`config.mk`:
```
export PLATFORM = sky130hd
export DESIGN_NAME = commit_trace_buffer_flat
export DESIGN_NICKNAME = d
export VERILOG_FILES = /design/src/rtl/commit_trace_buffer_if.sv /design/src/rtl/commit_trace_buffer.sv /design/src/flat_wrapper.sv
export SDC_FILE = /design/constraint.sdc
export NUM_CORES = 1
export LEC_CHECK = 0
export CAP_MARGIN = 25
export CORE_MARGIN = 8
export CORE_UTILIZATION = 35
export DETAILED_ROUTE_END_ITERATION = 8
export PLACE_DENSITY = 0.51
export RECOVER_POWER = 50
export SETUP_SLACK_MARGIN = 0.05
export SLEW_MARGIN = 20
export SYNTH_ARGS = -nofsm -noshare
export SYNTH_HDL_FRONTEND = slang
export SYNTH_SLANG_ARGS = --single-unit
```
`constraint.sdc`:
```
create_clock -name clk -period 11.9 [get_ports clk]
set_input_delay 2.38 -clock clk [delete_from_list [all_inputs] [get_ports clk]]
set_output_delay 2.38 -clock clk [all_outputs]
set_load 0.02 [all_outputs]
```
`src/rtl/commit_trace_buffer_if.sv`:
```
// Writeback tap and readout stream for the commit trace buffer.
// The trace source/consumer side uses master; the buffer uses slave.
interface commit_trace_buffer_if #(
  parameter int DATA_W  = 32,
  parameter int PC_W    = 32,
  parameter int REG_W   = 5,
  parameter int STAMP_W = 16
);
  logic               wb_valid;
  logic [PC_W-1:0]    wb_pc;
  logic [REG_W-1:0]   wb_reg;
  logic [DATA_W-1:0]  wb_data;
  logic               rd_ready;
  logic               rd_valid;
  logic [STAMP_W-1:0] rd_stamp;
  logic [PC_W-1:0]    rd_pc;
  logic [REG_W-1:0]   rd_reg;
  logic [DATA_W-1:0]  rd_data;

  modport master (
    output wb_valid, wb_pc, wb_reg, wb_data, rd_ready,
    input  rd_valid, rd_stamp, rd_pc, rd_reg, rd_data
  );

  modport slave (
    input  wb_valid, wb_pc, wb_reg, wb_data, rd_ready,
    output rd_valid, rd_stamp, rd_pc, rd_reg, rd_data
  );
endinterface

```
`src/rtl/commit_trace_buffer.sv`:
```
// Circular trace of register-file writebacks with a first-word fall-through
// readout stream; MODE picks drop-new (0) or overwrite-oldest (1) when full.
module commit_trace_buffer #(
  parameter int DATA_W      = 32,
  parameter int PC_W        = 32,
  parameter int REG_W       = 5,
  parameter int STAMP_W     = 16,
  parameter int DEPTH       = 16,
  parameter int MODE        = 0,
  parameter int FILTER_ZERO = 1
) (
  input  logic                     clk,
  input  logic                     rst,
  input  logic                     en,
  input  logic                     ovf_clr,
  commit_trace_buffer_if.slave     bus,
  output logic [$clog2(DEPTH):0]   count,
  output logic                     full,
  output logic                     overflow
);

  localparam int PTR_W = $clog2(DEPTH);
  localparam int CNT_W = PTR_W + 1;

  logic [STAMP_W-1:0] memStamp [DEPTH];
  logic [PC_W-1:0]    memPc    [DEPTH];
  logic [REG_W-1:0]   memReg   [DEPTH];
  logic [DATA_W-1:0]  memData  [DEPTH];

  logic [PTR_W-1:0]   wrPtr_q, wrPtr_d;
  logic [PTR_W-1:0]   rdPtr_q, rdPtr_d;
  logic [CNT_W-1:0]   count_q, count_d;
  logic [STAMP_W-1:0] stamp_q;
  logic               overflow_q, overflow_d;

  logic cap, pop, isFull, isEmpty, doWrite, advRead, setOvf;

  assign isEmpty = (count_q == '0);
  assign isFull  = (count_q == CNT_W'(DEPTH));
  assign cap     = en & bus.wb_valid & ~((FILTER_ZERO != 0) && (bus.wb_reg == '0));
  assign pop     = ~isEmpty & bus.rd_ready;

  // When full, a capture needs either a pop to make room or MODE1's overwrite.
  always_comb begin
    doWrite    = 1'b0;
    advRead    = pop;
    setOvf     = 1'b0;
    wrPtr_d    = wrPtr_q;
    rdPtr_d    = rdPtr_q;
    count_d    = count_q;
    overflow_d = overflow_q;

    if (cap) begin
      if (!isFull || pop) begin
        doWrite = 1'b1;
      end else if (MODE != 0) begin
        doWrite = 1'b1;
        advRead = 1'b1;
        setOvf  = 1'b1;
      end else begin
        setOvf  = 1'b1;
      end
    end

    if (doWrite) wrPtr_d = wrPtr_q + 1'b1;
    if (advRead) rdPtr_d = rdPtr_q + 1'b1;

    if (doWrite && !advRead)      count_d = count_q + 1'b1;
    else if (advRead && !doWrite) count_d = count_q - 1'b1;

    if (setOvf)       overflow_d = 1'b1;
    else if (ovf_clr) overflow_d = 1'b0;
  end

  always_ff @(posedge clk) begin
    if (rst) begin
      wrPtr_q    <= '0;
      rdPtr_q    <= '0;
      count_q    <= '0;
      stamp_q    <= '0;
      overflow_q <= 1'b0;
    end else begin
      wrPtr_q    <= wrPtr_d;
      rdPtr_q    <= rdPtr_d;
      count_q    <= count_d;
      stamp_q    <= stamp_q + 1'b1;
      overflow_q <= overflow_d;
    end
  end

  // Storage is not reset; entries are only meaningful between rdPtr and wrPtr.
  always_ff @(posedge clk) begin
    if (!rst && doWrite) begin
      memStamp[wrPtr_q] <= stamp_q;
      memPc[wrPtr_q]    <= bus.wb_pc;
      memReg[wrPtr_q]   <= bus.wb_reg;
      memData[wrPtr_q]  <= bus.wb_data;
    end
  end

  assign bus.rd_valid = ~isEmpty;
  assign bus.rd_stamp = memStamp[rdPtr_q];
  assign bus.rd_pc    = memPc[rdPtr_q];
  assign bus.rd_reg   = memReg[rdPtr_q];
  assign bus.rd_data  = memData[rdPtr_q];

  assign count    = count_q;
  assign full     = isFull;
  assign overflow = overflow_q;

endmodule

```
`src/flat_wrapper.sv`:
```
// flat-port wrapper written by rule: the top's interface ports become plain ports
module commit_trace_buffer_flat 
#(
  parameter int DATA_W      = 32,
  parameter int PC_W        = 32,
  parameter int REG_W       = 5,
  parameter int STAMP_W     = 16,
  parameter int DEPTH       = 16,
  parameter int MODE        = 0,
  parameter int FILTER_ZERO = 1
)
  (clk, rst, en, ovf_clr, count, full, overflow, bus_wb_valid, bus_wb_pc, bus_wb_reg, bus_wb_data, bus_rd_ready, bus_rd_valid, bus_rd_stamp, bus_rd_pc, bus_rd_reg, bus_rd_data);
  commit_trace_buffer_if #(.DATA_W(DATA_W), .PC_W(PC_W), .REG_W(REG_W), .STAMP_W(STAMP_W)) bus_i ();
  input  logic clk;
  input  logic rst;
  input  logic en;
  input  logic ovf_clr;
  output logic [$clog2(DEPTH):0] count;
  output logic full;
  output logic overflow;
  input wire logic [$bits(bus_i.wb_valid)-1:0] bus_wb_valid;
  input wire logic [$bits(bus_i.wb_pc)-1:0] bus_wb_pc;
  input wire logic [$bits(bus_i.wb_reg)-1:0] bus_wb_reg;
  input wire logic [$bits(bus_i.wb_data)-1:0] bus_wb_data;
  input wire logic [$bits(bus_i.rd_ready)-1:0] bus_rd_ready;
  output wire logic [$bits(bus_i.rd_valid)-1:0] bus_rd_valid;
  output wire logic [$bits(bus_i.rd_stamp)-1:0] bus_rd_stamp;
  output wire logic [$bits(bus_i.rd_pc)-1:0] bus_rd_pc;
  output wire logic [$bits(bus_i.rd_reg)-1:0] bus_rd_reg;
  output wire logic [$bits(bus_i.rd_data)-1:0] bus_rd_data;
  assign bus_i.wb_valid = bus_wb_valid;
  assign bus_i.wb_pc = bus_wb_pc;
  assign bus_i.wb_reg = bus_wb_reg;
  assign bus_i.wb_data = bus_wb_data;
  assign bus_i.rd_ready = bus_rd_ready;
  assign bus_rd_valid = bus_i.rd_valid;
  assign bus_rd_stamp = bus_i.rd_stamp;
  assign bus_rd_pc = bus_i.rd_pc;
  assign bus_rd_reg = bus_i.rd_reg;
  assign bus_rd_data = bus_i.rd_data;
  commit_trace_buffer #(.DATA_W(DATA_W), .PC_W(PC_W), .REG_W(REG_W), .STAMP_W(STAMP_W), .DEPTH(DEPTH), .MODE(MODE), .FILTER_ZERO(FILTER_ZERO)) u_core (.clk(clk), .rst(rst), .en(en), .ovf_clr(ovf_clr), .bus(bus_i), .count(count), .full(full), .overflow(overflow));
endmodule
```
==> results.md <==
- Post-CTS Hold Fix Bufs: 0
- CP max stage delay: 550 ps
- Layout net count: 2,614
- Fillers: 12.9k
- Die area: 162,000 um^2
- MaxCap Viol Count: 2
- Initial antenna violation count: 17
- Clock sinks: 1,394
- Pleak: 0.0187 uW
- Yosys cell types: 40
- Crit path cell chain: buf_12 -> buf_16 -> buf_4 -> buf_16 -> mux4_2 -> a22oi_1 -> nand2_1 -> clkdlybuf4s50_1
- Iter 0 DRT Violations: 1,838
- GRT Util Overall: 0.150
- Crit Path Max Fanout: 78
- Most common cell after layout, fill and taps aside: edfxtp_1
- IO buf count: 167
- Worst slew pin tran: 1970 ps
- # DRC: 0
- Yosys reg bits: 1,394
- Data required, critical path: 9520 ps
- Post-synth top area share: 0.781
- Syn Std Cell Area: 52,300 um^2
- Num rows: 142
- Num CTS Buffers: 148
- First-pass GRT wire length: 180,000 um
- Initial core utilization: 0.351
- Post-CTS setup buffer count: 0
- Clock slew at reported path FFs: 60 ps
- Top-Level Pins: 168
- Slew Limit Fails: 66
- Crit. End Element: output port
- # H-tree levels: 4
- Most used cell, CP: buf_16
- Worst Hold Class: flip-flop to flip-flop
- Ys async rst share: 0
- Synth Net Count: 2,363
- Register area share after synthesis: 0.794
- Vias/cell: 5.24
- Drt total wl: 124,000 um
- Critical-path top delay cell: buf_4
- Final instance area: 61,100 um^2
- Largest area contributor in the netlist: edfxtp_1
- Critical Path Start Type: flip-flop
- Post-synth EDFFs: 1,360
- Post-DP HPWL: 64,000 um
- GPL Wtd Cong: 0.722
- Most frequent cells in the layout: edfxtp_1 (1,360), mux4_2 (340), a22oi_1 (170), clkbuf_16 (154), nand2_1 (98)
- Post-synth top flop: edfxtp_1
- Crit path max-delay family: buffers and inverters
- CP Class: flip-flop to output port
- Post-place instance area: 56,500 um^2
- Chip height: 403 um
- Layout cell share with drive strength beyond 1: 0.230
- Post-Route Utilization: 0.410
- Number of global-route vias before repair: 26.0k
- Post-layout min period: 6830 ps
- Placeable Area: 149,000 um^2
- Drt pass-1 iters: 5
- Layout area overhead: 16.8%
- Max Freq: 146 MHz
- Final Hold Violating Endpoints: 0
- Arrival @ worst endpoint: 4450 ps
- Clock skew: 24.6 ps
- CTS resizes: 0
- DIE WIDTH: 403 um
- Vias: 24.1k
- RSZ-0062 raised after global routing: false
- Status: finished with violations
- Buf/Inv on CP: 5
- ANT nets after route: 0
- Average size of a mapped cell: 23.0 um^2
- Failing checks: max-capacitance violations, max-slew violations
- Clock latency at the later pin of the worst-skew pair: 760 ps
- Main area contributors after synthesis: edfxtp_1 (78%), mux4_2 (15%), a22oi_1 (2.4%)
- GR Overflow Total: 0
- Fin crit share: 0.574
- Drt wl/cell: 26.9 um
- Largest net degree at the start of global routing: 162
- Clock Tree Root: clkbuf_16
- VDD IR max: 0.146 mV
- CTS tree: built
- CTS Buffer Depth: 3
- Hold_ws: 516 ps
- Gate Count Post-Synth: 2,277
- Final TNS setup: 0 ps
- Final-report setup violation count: 0
- YS warnings: 0
- Relative slew margins: -0.316
- PwrDens: 196 nW/um^2
[final cells by class]
cell class / count / area [um^2] / share of cell area
Sequential cell: 1394 / 41500 / 0.680
Multi-Input combinational cell: 753 / 10400 / 0.170
Clock buffer: 191 / 3990 / 0.0654
Tap cell: 1944 / 2430 / 0.0398
Timing Repair Buffer: 223 / 2210 / 0.0362
Clock inverter: 70 / 503 / 0.00824
Inverter: 8 / 30.0 / 0.000492
Antenna cell: 6 / 15.0 / 0.000246
[worst min-delay path, stage by stage, from the launching register on]
cell and delay, ps:
dfxtp_1 320, xor2_1 60, nor2_1 110
[routing by layer]
| layer | up-vias | wire length (um) | global-route usage | share of wire |
|---|---|---|---|---|
| met5 | - | 40 | 0 | 0.00032 |
| met4 | 6 | 2220 | 0.0366 | 0.018 |
| met3 | 171 | 6880 | 0.0312 | 0.056 |
| met2 | 667 | 61000 | 0.250 | 0.49 |
| met1 | 13000 | 53500 | 0.204 | 0.43 |
| li1 | 10200 | - | - | - |
[cells in the mapped netlist (3+ instances only)]
cell and n:
edfxtp_1 1360, o21ai_0 5, dfxtp_1 34, nand4_1 4
nor2_1 37, nand2b_1 3, buf_1 13, a22oi_1 170
mux4_2 340, a21oi_1 10, nor2b_1 6, mux2_2 4
clkbuf_1 73, buf_2 36, nand3_1 8, inv_1 8
o211ai_1 3, nand2_1 98, xor2_1 8, or3_1 5
nor4_1 6, ha_1 10, nor3_1 10, xnor2_1 5
and3_1 3
[registers in the layout, summed over array words and instances, names as in the netlist, 4 cells and up, named ones only]
register	cells
u_core.memReg	80
u_core.memStamp	256
u_core.rdPtr_q	4
u_core.memPc	512
u_core.stamp_q	16
u_core.memData	512
u_core.wrPtr_q	4
u_core.count	5
[cells by family (layout without fill, tap and decap cells)]
kind of cell | count (synthesis) | after routing | synth area share
buffers and inverters | 130 | 492 | 0.0102
adder cells (fa/ha/maj) | 11 | 11 | 0.00278
other | 0 | 6 | 0
AO/OA/AOI/OAI | 196 | 196 | 0.0276
AND/OR/NAND/NOR | 187 | 187 | 0.0157
XOR/XNOR | 13 | 13 | 0.00218
flip-flops | 1394 | 1394 | 0.794
multiplexers | 346 | 346 | 0.148
[per-stage QoR]
step	cells	power, uW	setup slack, ps
after floorplan	2277	7110	185
after global placement	4317	7820	5000
after detailed placement	4320	7850	4890
after CTS	4581	12200	4770
after global routing	4583	12400	4670
final	4589	12000	5070
[final timing paths]
kind | startpoint | endpoint | slack [ps] | depth (start not counted)
min | u_core.rdPtr_q[3]$_SDFFE_PP0N_ | flip-flop | 520 | 2
max | flip-flop | bus_rd_pc[27] | 5070 | 8
max reg2reg | u_core.count[0]$_SDFFE_PP0P_ | u_core.memPc[15][29]$_DFFE_PP_ | 7960 | 6
min reg2reg | u_core.rdPtr_q[3]$_SDFFE_PP0N_ | flip-flop | 520 | 2
[report_power, final]
| part | internal (uW) | switching (uW) |
|---|---|---|
| logic | 1120 | 1110 |
| clock network | 2450 | 1830 |
| registers | 5410 | 34.5 |
(Power assumes the default switching activity.)
